`config.mk`:
```
export PLATFORM = sky130hd
export DESIGN_NAME = adc_pipe_seq_ctrl_flat
export DESIGN_NICKNAME = d
export VERILOG_FILES = /design/src/rtl/adc_pipe_seq_ctrl_if.sv /design/src/rtl/adc_pipe_seq_ctrl.sv /design/src/flat_wrapper.sv
export SDC_FILE = /design/constraint.sdc
export NUM_CORES = 1
export LEC_CHECK = 0
export CAP_MARGIN = 20
export CORE_UTILIZATION = 61
export DETAILED_ROUTE_END_ITERATION = 8
export PLACE_DENSITY = 0.88
export SYNTH_ARGS = -nofsm -noshare
export SYNTH_HDL_FRONTEND = slang
export SYNTH_SLANG_ARGS = --single-unit
export TNS_END_PERCENT = 100
```
`constraint.sdc`:
```
create_clock -name clock_i -period 3.6 [get_ports clock_i]
set_input_delay 0.72 -clock clock_i [delete_from_list [all_inputs] [get_ports clock_i]]
set_output_delay 0.72 -clock clock_i [all_outputs]
set_load 0.02 [all_outputs]
```
`src/rtl/adc_pipe_seq_ctrl_if.sv`:
```
// Bus bundle between the ADC conversion sequencer, the system control logic and the encoder/stage array.
// Defining ADC_PIPE_SEQ_CTRL_DROPCNT_EN adds the dropcnt_o drop counter to the bundle.
interface adc_pipe_seq_ctrl_if #(
   parameter int DATA_W = 3,
   parameter int CNT_W  = 8
);
   logic              start_i;
   logic              stop_i;
   logic [CNT_W-1:0]  nsamp_i;
   logic [DATA_W-1:0] d_i;
   logic              phi1_o;
   logic              phi2_o;
   logic              strobe_o;
   logic              busy_o;
   logic              done_o;
   logic              ovf_o;
   logic [DATA_W-1:0] dout_o;
   logic              dout_valid_o;
   logic              dout_ready_i;
`ifdef ADC_PIPE_SEQ_CTRL_DROPCNT_EN
   logic [7:0]        dropcnt_o;

   modport slave (
      input  start_i, stop_i, nsamp_i, d_i, dout_ready_i,
      output phi1_o, phi2_o, strobe_o, busy_o, done_o, ovf_o, dout_o, dout_valid_o, dropcnt_o
   );
   modport master (
      output start_i, stop_i, nsamp_i, d_i, dout_ready_i,
      input  phi1_o, phi2_o, strobe_o, busy_o, done_o, ovf_o, dout_o, dout_valid_o, dropcnt_o
   );
`else
   modport slave (
      input  start_i, stop_i, nsamp_i, d_i, dout_ready_i,
      output phi1_o, phi2_o, strobe_o, busy_o, done_o, ovf_o, dout_o, dout_valid_o
   );
   modport master (
      output start_i, stop_i, nsamp_i, d_i, dout_ready_i,
      input  phi1_o, phi2_o, strobe_o, busy_o, done_o, ovf_o, dout_o, dout_valid_o
   );
`endif
endinterface

```
`src/rtl/adc_pipe_seq_ctrl.sv`:
```
// Conversion sequencer for the pipelined ADC: phi1/phi2/strobe generation, fill discard, burst count, result FIFO.
// Optional ADC_PIPE_SEQ_CTRL_DROPCNT_EN adds a saturating dropped-sample counter (dropcnt_o).
module adc_pipe_seq_ctrl #(
   parameter int DATA_W     = 3,
   parameter int LAT_CONV   = 2,
   parameter int CNT_W      = 8,
   parameter int FIFO_DEPTH = 4
) (
   input  logic               clock_i,
   input  logic               reset_i,
   adc_pipe_seq_ctrl_if.slave bus
);
   localparam int AW = (FIFO_DEPTH > 1) ? $clog2(FIFO_DEPTH) : 1;
   localparam int FW = (LAT_CONV > 1) ? $clog2(LAT_CONV + 1) : 1;
   localparam logic [FW-1:0]    FILL_LAST = FW'(LAT_CONV - 1);
   localparam logic [AW:0]      FULL_CNT  = (AW + 1)'(FIFO_DEPTH);
   localparam logic [CNT_W-1:0] CNT_ONE   = CNT_W'(1);

   typedef enum logic [1:0] {IDLE, FILL, RUN} state_t;

   state_t            state_q;
   logic [1:0]        ph_q;
   logic [FW-1:0]     fill_q;
   logic [CNT_W-1:0]  n_q;
   logic [CNT_W-1:0]  cap_q;
   logic              stop_q;
   logic              phi1_q;
   logic              phi2_q;
   logic              strobe_q;
   logic              done_q;
   logic              ovf_q;
   logic [DATA_W-1:0] mem_q [FIFO_DEPTH];
   logic [AW-1:0]     wr_ptr_q;
   logic [AW-1:0]     rd_ptr_q;
   logic [AW:0]       count_q;
`ifdef ADC_PIPE_SEQ_CTRL_DROPCNT_EN
   logic [7:0]        dropcnt_q;
`endif

   logic start_acc;
   logic last_cap;
   logic wr_req;
   logic rd_en;
   logic full;
   logic wr_en;
   logic drop;

   assign start_acc = (state_q == IDLE) && bus.start_i && (bus.nsamp_i != '0);
   assign last_cap  = (state_q == RUN) && (cap_q == n_q - CNT_ONE);
   assign wr_req    = (state_q == RUN) && (ph_q == 2'd3);
   assign rd_en     = (count_q != '0) && bus.dout_ready_i;
   assign full      = (count_q == FULL_CNT);
   // A read on the same edge frees the slot, so a full FIFO still accepts the write.
   assign wr_en     = wr_req && (!full || rd_en);
   assign drop      = wr_req && full && !rd_en;

   always_ff @(posedge clock_i or posedge reset_i) begin
      if (reset_i) begin
         state_q  <= IDLE;
         ph_q     <= 2'd0;
         fill_q   <= '0;
         n_q      <= '0;
         cap_q    <= '0;
         stop_q   <= 1'b0;
         phi1_q   <= 1'b0;
         phi2_q   <= 1'b0;
         strobe_q <= 1'b0;
         done_q   <= 1'b0;
      end else begin
         done_q   <= 1'b0;
         phi1_q   <= 1'b0;
         phi2_q   <= 1'b0;
         strobe_q <= 1'b0;
         case (state_q)
            IDLE: begin
               stop_q <= 1'b0;
               if (start_acc) begin
                  n_q     <= bus.nsamp_i;
                  cap_q   <= '0;
                  fill_q  <= '0;
                  ph_q    <= 2'd0;
                  phi1_q  <= 1'b1;
                  state_q <= FILL;
               end else if (bus.start_i) begin
                  done_q <= 1'b1;
               end
            end
            FILL, RUN: begin
               ph_q     <= ph_q + 2'd1;
               phi2_q   <= (ph_q == 2'd1);
               strobe_q <= (ph_q == 2'd2);
               if (bus.stop_i) stop_q <= 1'b1;
               // Period boundary: the ph3 edge decides whether another period starts.
               if (ph_q == 2'd3) begin
                  if (state_q == RUN) cap_q <= cap_q + CNT_ONE;
                  if (stop_q || bus.stop_i || last_cap) begin
                     state_q <= IDLE;
                     done_q  <= 1'b1;
                     stop_q  <= 1'b0;
                  end else begin
                     phi1_q <= 1'b1;
                     if (state_q == FILL) begin
                        fill_q <= fill_q + FW'(1);
                        if (fill_q == FILL_LAST) state_q <= RUN;
                     end
                  end
               end
            end
            default: state_q <= IDLE;
         endcase
      end
   end

   always_ff @(posedge clock_i or posedge reset_i) begin
      if (reset_i) begin
         wr_ptr_q  <= '0;
         rd_ptr_q  <= '0;
         count_q   <= '0;
         ovf_q     <= 1'b0;
`ifdef ADC_PIPE_SEQ_CTRL_DROPCNT_EN
         dropcnt_q <= 8'd0;
`endif
      end else begin
         if (wr_en) wr_ptr_q <= wr_ptr_q + AW'(1);
         if (rd_en) rd_ptr_q <= rd_ptr_q + AW'(1);
         case ({wr_en, rd_en})
            2'b10:   count_q <= count_q + (AW + 1)'(1);
            2'b01:   count_q <= count_q - (AW + 1)'(1);
            default: count_q <= count_q;
         endcase
         if (start_acc) begin
            ovf_q <= 1'b0;
         end else if (drop) begin
            ovf_q <= 1'b1;
         end
`ifdef ADC_PIPE_SEQ_CTRL_DROPCNT_EN
         if (start_acc) begin
            dropcnt_q <= 8'd0;
         end else if (drop && (dropcnt_q != 8'hFF)) begin
            dropcnt_q <= dropcnt_q + 8'd1;
         end
`endif
      end
   end

   // Storage carries no reset; the output mux hides stale contents while empty.
   always_ff @(posedge clock_i) begin
      if (wr_en) mem_q[wr_ptr_q] <= bus.d_i;
   end

   assign bus.phi1_o       = phi1_q;
   assign bus.phi2_o       = phi2_q;
   assign bus.strobe_o     = strobe_q;
   assign bus.busy_o       = (state_q != IDLE);
   assign bus.done_o       = done_q;
   assign bus.ovf_o        = ovf_q;
   assign bus.dout_valid_o = (count_q != '0);
   assign bus.dout_o       = (count_q != '0) ? mem_q[rd_ptr_q] : '0;
`ifdef ADC_PIPE_SEQ_CTRL_DROPCNT_EN
   assign bus.dropcnt_o    = dropcnt_q;
`endif

endmodule
```
`src/flat_wrapper.sv`:
```
// flat-port wrapper written by rule: the top's interface ports become plain ports
module adc_pipe_seq_ctrl_flat 
#(
   parameter int DATA_W     = 3,
   parameter int LAT_CONV   = 2,
   parameter int CNT_W      = 8,
   parameter int FIFO_DEPTH = 4
)
  (clock_i, reset_i, bus_start_i, bus_stop_i, bus_nsamp_i, bus_d_i, bus_dout_ready_i, bus_phi1_o, bus_phi2_o, bus_strobe_o, bus_busy_o, bus_done_o, bus_ovf_o, bus_dout_o, bus_dout_valid_o);
  adc_pipe_seq_ctrl_if #(.DATA_W(DATA_W), .CNT_W(CNT_W)) bus_i ();
  input  logic clock_i;
  input  logic reset_i;
  input wire logic [$bits(bus_i.start_i)-1:0] bus_start_i;
  input wire logic [$bits(bus_i.stop_i)-1:0] bus_stop_i;
  input wire logic [$bits(bus_i.nsamp_i)-1:0] bus_nsamp_i;
  input wire logic [$bits(bus_i.d_i)-1:0] bus_d_i;
  input wire logic [$bits(bus_i.dout_ready_i)-1:0] bus_dout_ready_i;
  output wire logic [$bits(bus_i.phi1_o)-1:0] bus_phi1_o;
  output wire logic [$bits(bus_i.phi2_o)-1:0] bus_phi2_o;
  output wire logic [$bits(bus_i.strobe_o)-1:0] bus_strobe_o;
  output wire logic [$bits(bus_i.busy_o)-1:0] bus_busy_o;
  output wire logic [$bits(bus_i.done_o)-1:0] bus_done_o;
  output wire logic [$bits(bus_i.ovf_o)-1:0] bus_ovf_o;
  output wire logic [$bits(bus_i.dout_o)-1:0] bus_dout_o;
  output wire logic [$bits(bus_i.dout_valid_o)-1:0] bus_dout_valid_o;
  assign bus_i.start_i = bus_start_i;
  assign bus_i.stop_i = bus_stop_i;
  assign bus_i.nsamp_i = bus_nsamp_i;
  assign bus_i.d_i = bus_d_i;
  assign bus_i.dout_ready_i = bus_dout_ready_i;
  assign bus_phi1_o = bus_i.phi1_o;
  assign bus_phi2_o = bus_i.phi2_o;
  assign bus_strobe_o = bus_i.strobe_o;
  assign bus_busy_o = bus_i.busy_o;
  assign bus_done_o = bus_i.done_o;
  assign bus_ovf_o = bus_i.ovf_o;
  assign bus_dout_o = bus_i.dout_o;
  assign bus_dout_valid_o = bus_i.dout_valid_o;
  adc_pipe_seq_ctrl #(.DATA_W(DATA_W), .LAT_CONV(LAT_CONV), .CNT_W(CNT_W), .FIFO_DEPTH(FIFO_DEPTH)) u_core (.clock_i(clock_i), .reset_i(reset_i), .bus(bus_i));
endmodule
```
After elaboration in Yosys (flattened, before gate mapping):

Memory sizes are Yosys's and may differ from the RTL's.
Index checks and enable logic that the tools add are counted.

* bits in latches: 0
* register bits: 35
* input bits: 16
* memory bits (writable): 12
* ROM bits: 0
* memories: 1
* word-level logic and storage cells: 103

Memory list
* u_core.mem_q: depth 4, width 3, rd ports 1, clocked after memory_dff 0, wr ports 1, line adc_pipe_seq_ctrl.sv:32 `logic [DATA_W-1:0] mem_q [FIFO_DEPTH];`

* reduce and logical (&&, ||, !) cells: 26
* equality and inequality tests: 17
* bitwise operators: 0
* shifts and indexed selects: 0
* $add $sub $neg: 8
* $mul: 0
* multiplexer cells: 37
* divide/modulo/power cells: 0
* order comparisons: 0

Operators with widths (count)
* $mux 8: 3
* $mux 2: 9
* $mux 1: 16
* $pmux 8 s2: 1
* $pmux 2 s2: 3
* $add 2x1->2 const B: 4
* $add 8x1->8 const B: 1
* $eq 2x1->1 const B: 4
* $eq 2x2->1 const B: 4
* $eq 8x8->1: 1
* $logic_and 1x1->1: 8
* $ne 2x1->1 const B: 4
* $reduce_and 4->1: 2
* $reduce_bool 2->1: 4
* $reduce_bool 8->1: 1
* $sub 8x1->8 const B: 1
* $ne 3x1->1 const B: 2
* $pmux 1 s2: 3
* $pmux 3 s2: 1
* $reduce_and 5->1: 1
* $reduce_and 2->1: 2
* $add 3x1->3 const B: 1
* $eq 3x3->1 const B: 1
* $logic_or 1x1->1: 3
* other kinds (7): 8

Depth between registers and ports, before layout:

* depth in word-level cells: 7
* mapped depth: 10

Least setup slack after synthesis:

Ideal clock, no wire load.

* path kind: register -> register
* start: register u_core.n_q[0]
* end: register u_core.state_q[0]
* buffers on the path: 1
* stages on the path, launching flop included: 11
* path slack: 1.151 ns
* arrival: 2.324 ns
* library setup time: 0.125 ns
* required time: 3.475 ns
* period minus slack after synthesis: 2.449 ns
* cells stage by stage: dfrtp_1 -> inv_1 -> ha_1 -> buf_2 -> o21bai_1 -> a2111o_1 -> o311ai_1 -> o2111ai_2 -> a31o_2 -> o21bai_1 -> mux2_4

* longest elaborated chain between the ends: 7

Ends and longest elaborated chain
* start, declared: line adc_pipe_seq_ctrl.sv:24 `logic [CNT_W-1:0] n_q;`
* start signal, assigned: line adc_pipe_seq_ctrl.sv:78 `n_q <= bus.nsamp_i;`
* $sub 8x1->8 *: line adc_pipe_seq_ctrl.sv:49 `assign last_cap = (state_q == RUN) && (cap_q == n_q - CNT_ONE);`
* $eq 8x8->1 *: line adc_pipe_seq_ctrl.sv:49
* $logic_and 1x1->1 *: line adc_pipe_seq_ctrl.sv:49
* $logic_or 1x1->1 *: line adc_pipe_seq_ctrl.sv:96 `if (stop_q || bus.stop_i || last_cap) begin`
* $mux 2: line adc_pipe_seq_ctrl.sv:96
* $mux 2: line adc_pipe_seq_ctrl.sv:94 `if (ph_q == 2'd3) begin`
* $pmux 2 s2: line adc_pipe_seq_ctrl.sv:74 `case (state_q)`
* end signal, assigned: line adc_pipe_seq_ctrl.sv:83 `state_q <= FILL;`
* end signal, assigned: line adc_pipe_seq_ctrl.sv:97 `state_q <= IDLE;`
* end signal, assigned: line adc_pipe_seq_ctrl.sv:104 `if (fill_q == FILL_LAST) state_q <= RUN;`
* end, declared: line adc_pipe_seq_ctrl.sv:21 `state_t state_q;`

Mark *: on every way between the ends. The rest lies on a longest branch, timed or not. The select of a mux whose other input is x is not followed.
A chain may end at the register's enable or synchronous reset.

Worst setup path in the final report:

* start: register u_core.rd_ptr_q[0]
* end: output bus_dout_o[0]

* longest elaborated chain between the ends: 2

Ends and longest elaborated chain
* start, declared: line adc_pipe_seq_ctrl.sv:34 `logic [AW-1:0] rd_ptr_q;`
* start signal, assigned: line adc_pipe_seq_ctrl.sv:125 `if (rd_en) rd_ptr_q <= rd_ptr_q + AW'(1);`
* $mem_v2 4x3
* $mux 3: line adc_pipe_seq_ctrl.sv:158 `assign bus.dout_o = (count_q != '0) ? mem_q[rd_ptr_q] : '0;`
* end, declared: line flat_wrapper.sv:24 `output wire logic [$bits(bus_i.dout_o)-1:0] bus_dout_o;`

No other way between the ends.

==> results.json <==
{
  "clock-root-buffer": "clkbuf_8",
  "avgRoutedWirePerCell_um": 15.8,
  "fp.dieArea_um2": 4640,
  "final_common_cell": "dfrtp_1",
  "crit_type": "flop to output port",
  "grt_max_degree": 36,
  "synth-edff-count": 12,
  "gp_congestion": 0.850,
  "synth_top_family_by_area": "simple AND/OR/NAND/NOR gates",
  "core-area_um2": 4090,
  "syn_nets": 278,
  "grt_pass1_vias": 1782,
  "cts_buffers": 5,
  "cts_tree": "yes",
  "fin_hold_ws_ns": 0.502,
  "grt_pass1_wl_mm": 8.15,
  "drive_gt1_frac": 0.111,
  "synth-compound-area-share": 0.122,
  "crit_arrival_ns": 2.06,
  "vias": 1883,
  "drcViolationCount": 0,
  "finalNonFillerCells": 320,
  "internal_power_mw": 1.53,
  "clk_path_buf_depth": 2,
  "slew_headroom": 0.363,
  "die_y_um": 68.1,
  "hold_path.class": "flop to flop",
  "antenna_cells": 0,
  "setup_viol": 0,
  "synthAdderAreaFrac": 0.0825,
  "ys_types": 51,
  "drv_cap": 0,
  "io_pins": 26,
  "clockPowerShare": 0.156,
  "placementRows": 23,
  "portBuffers": 25,
  "dieWidth_um": 68.1,
  "clkSinkCount": 47,
  "drtAntennaViolNets": 0,
  "finalSetupTns_ns": 0,
  "dp_hpwl_mm": 3.82,
  "grt_usage": 0.245,
  "initial_core_util": 0.653,
  "area_growth_pct": 15.0,
  "drt_iter0_markers": 87,
  "slew_viol_final": 0,
  "layout_common_cells": "35 x dfrtp_1, 25 x clkdlybuf4s50_1, 17 x nand2_1",
  "nFillCells": 272,
  "final_nets": 302,
  "clock.fmax_mhz": 360,
  "netlist_area_um2": 2670,
  "synth_seq_cells": 47,
  "dr.pass1.iters": 6,
  "ys_seq_area_frac": 0.463,
  "antenna_found_initial": 0,
  "crit_fanout": 5,
  "synth_ff_type": "dfrtp_1",
  "ctsResizeCount": 0,
  "hold_buffers": 0,
  "synth_cells": 245,
  "p_comb_frac": 0.490,
  "p_sw_frac": 0.402,
  "required_ns": 2.88,
  "final_util": 0.751,
  "path_clk_slew_ns": 0.09,
  "period_share": 0.772,
  "p_switching_mw": 1.03,
  "clk_latency_ns": 0.31,
  "tightest_slew_ns": 0.955,
  "wl_mm": 5.04,
  "syn_area_per_cell_um2": 10.9,
  "rsz0062_at_grt": "no",
  "synthXorXnorAreaFrac": 0.0624,
  "grt-ovfl-total": 0,
  "cp-end-kind": "output port",
  "synth.mux.area_fraction": 0.0731,
  "cts_htree_levels": 2,
  "via_per_inst": 5.88,
  "peakVddDrop_mv": 0.515,
  "finClkSkew_ns": 0.00481,
  "dp.cells": 312,
  "power_density_nw_per_um2": 834,
  "synth_warnings": 0,
  "power_frac_seq": 0.354,
  "setup.worst_path.start_class": "flop",
  "post_cts_buffers": 0,
  "outcome": "finished, final reports clean",
  "synthArstFlopShare": 0.745,
  "yosys.area_share.simple": 0.161,
  "hold_viol_final": 0,
  "fin_crit_ns": 2.78,
  "power_leakage_nw": 1.28
}
-- cell families after synthesis --
family,after synthesis
buf+inv,25
xor+xnor,19
simple gates,79
fa+ha+maj,17
compound gates,44
flops,47
mux,14
-- path summary, 6_finish.rpt --
path                                     from  depth (start not counted)  slack [ns]                 end
setup / recovery           u_core.rd_ptr_q[0]                          3        0.82       bus_dout_o[0]
hold / removal                  u_core.stop_q                          1        0.50       u_core.stop_q
setup reg to reg                u_core.n_q[0]                          9        0.90   u_core.state_q[0]
hold reg to reg                 u_core.stop_q                          1        0.50       u_core.stop_q
max in group asynchronous             reset_i                          3        2.48  u_core.rd_ptr_q[1]
min in group asynchronous             reset_i                          3        0.81     u_core.cap_q[4]
-- power by group through the flow --
stage / sequential (mW) / clock (mW) / combinational (mW)
after floorplan: 0.866 / 0 / 0.977
after global placement: 0.902 / 0 / 1.21
after detailed placement: 0.916 / 0 / 1.25
after CTS: 0.903 / 0.410 / 1.26
after global routing: 0.928 / 0.430 / 1.39
final: 0.905 / 0.400 / 1.25
-- final cells by class --
type	instances	area (µm²)	area share
Sequential cell	47	1240	0.403
Clock inverter	3	47.5	0.0155
Clock buffer	5	68.8	0.0224
Multi-Input combinational cell	173	1340	0.436
Inverter	16	60.1	0.0196
Timing Repair Buffer	26	258	0.0839
Tap cell	50	62.6	0.0204
-- stage by stage --
step | total power [mW] | worst slack [ns] | cell area [µm²]
floorplan | 1.84 | 1.15 | 2670
global route | 2.75 | 0.734 | 3070
detailed placement | 2.17 | 0.682 | 2950
global placement | 2.11 | 0.774 | 2950
CTS | 2.58 | 0.796 | 3070
finish | 2.56 | 0.821 | 3070
-- registers in the layout, summed over array words and instances (netlist names) --
register,count
u_core.state_q,2
u_core.bus.phi1_o,1
u_core.bus.ovf_o,1
u_core.rd_ptr_q,2
u_core.wr_ptr_q,2
u_core.bus.phi2_o,1
u_core.n_q,8
u_core.bus.done_o,1
u_core.stop_q,1
u_core.count_q,3
u_core.fill_q,2
u_core.bus.strobe_o,1
u_core.cap_q,8
u_core.mem_q,12
u_core.ph_q,2
-- synthesized netlist by cell type, drive strengths merged, types with 7 or more instances --
master | instances | area, µm²
dfrtp | 35 | 876
nand2 | 18 | 70.1
ha | 16 | 200
inv | 16 | 60.1
o21ai | 13 | 65.1
edfxtp | 12 | 360
nor2 | 12 | 45.0
nor2b | 11 | 68.8
xor2 | 10 | 87.6
and2 | 9 | 56.3
xnor2 | 9 | 78.8
clkbuf | 8 | 30.0
mux2 | 8 | 97.6
nand3 | 8 | 40.0
nor4 | 7 | 58.8
-- per-layer routing --
layer / share of wire / global-route usage
met4: 0.014 / 0.0938
met5: 0 / 0
met1: 0.46 / 0.323
met3: 0.033 / 0.0617
met2: 0.49 / 0.388
-- critical path, cell delays in order, from the launching register on --
cell             delay (ns)
dfrtp_1                0.50
mux4_2                 0.54
nor2b_1                0.15
clkdlybuf4s50_1        0.57
Note: power is estimated with default switching activity, not from simulation.
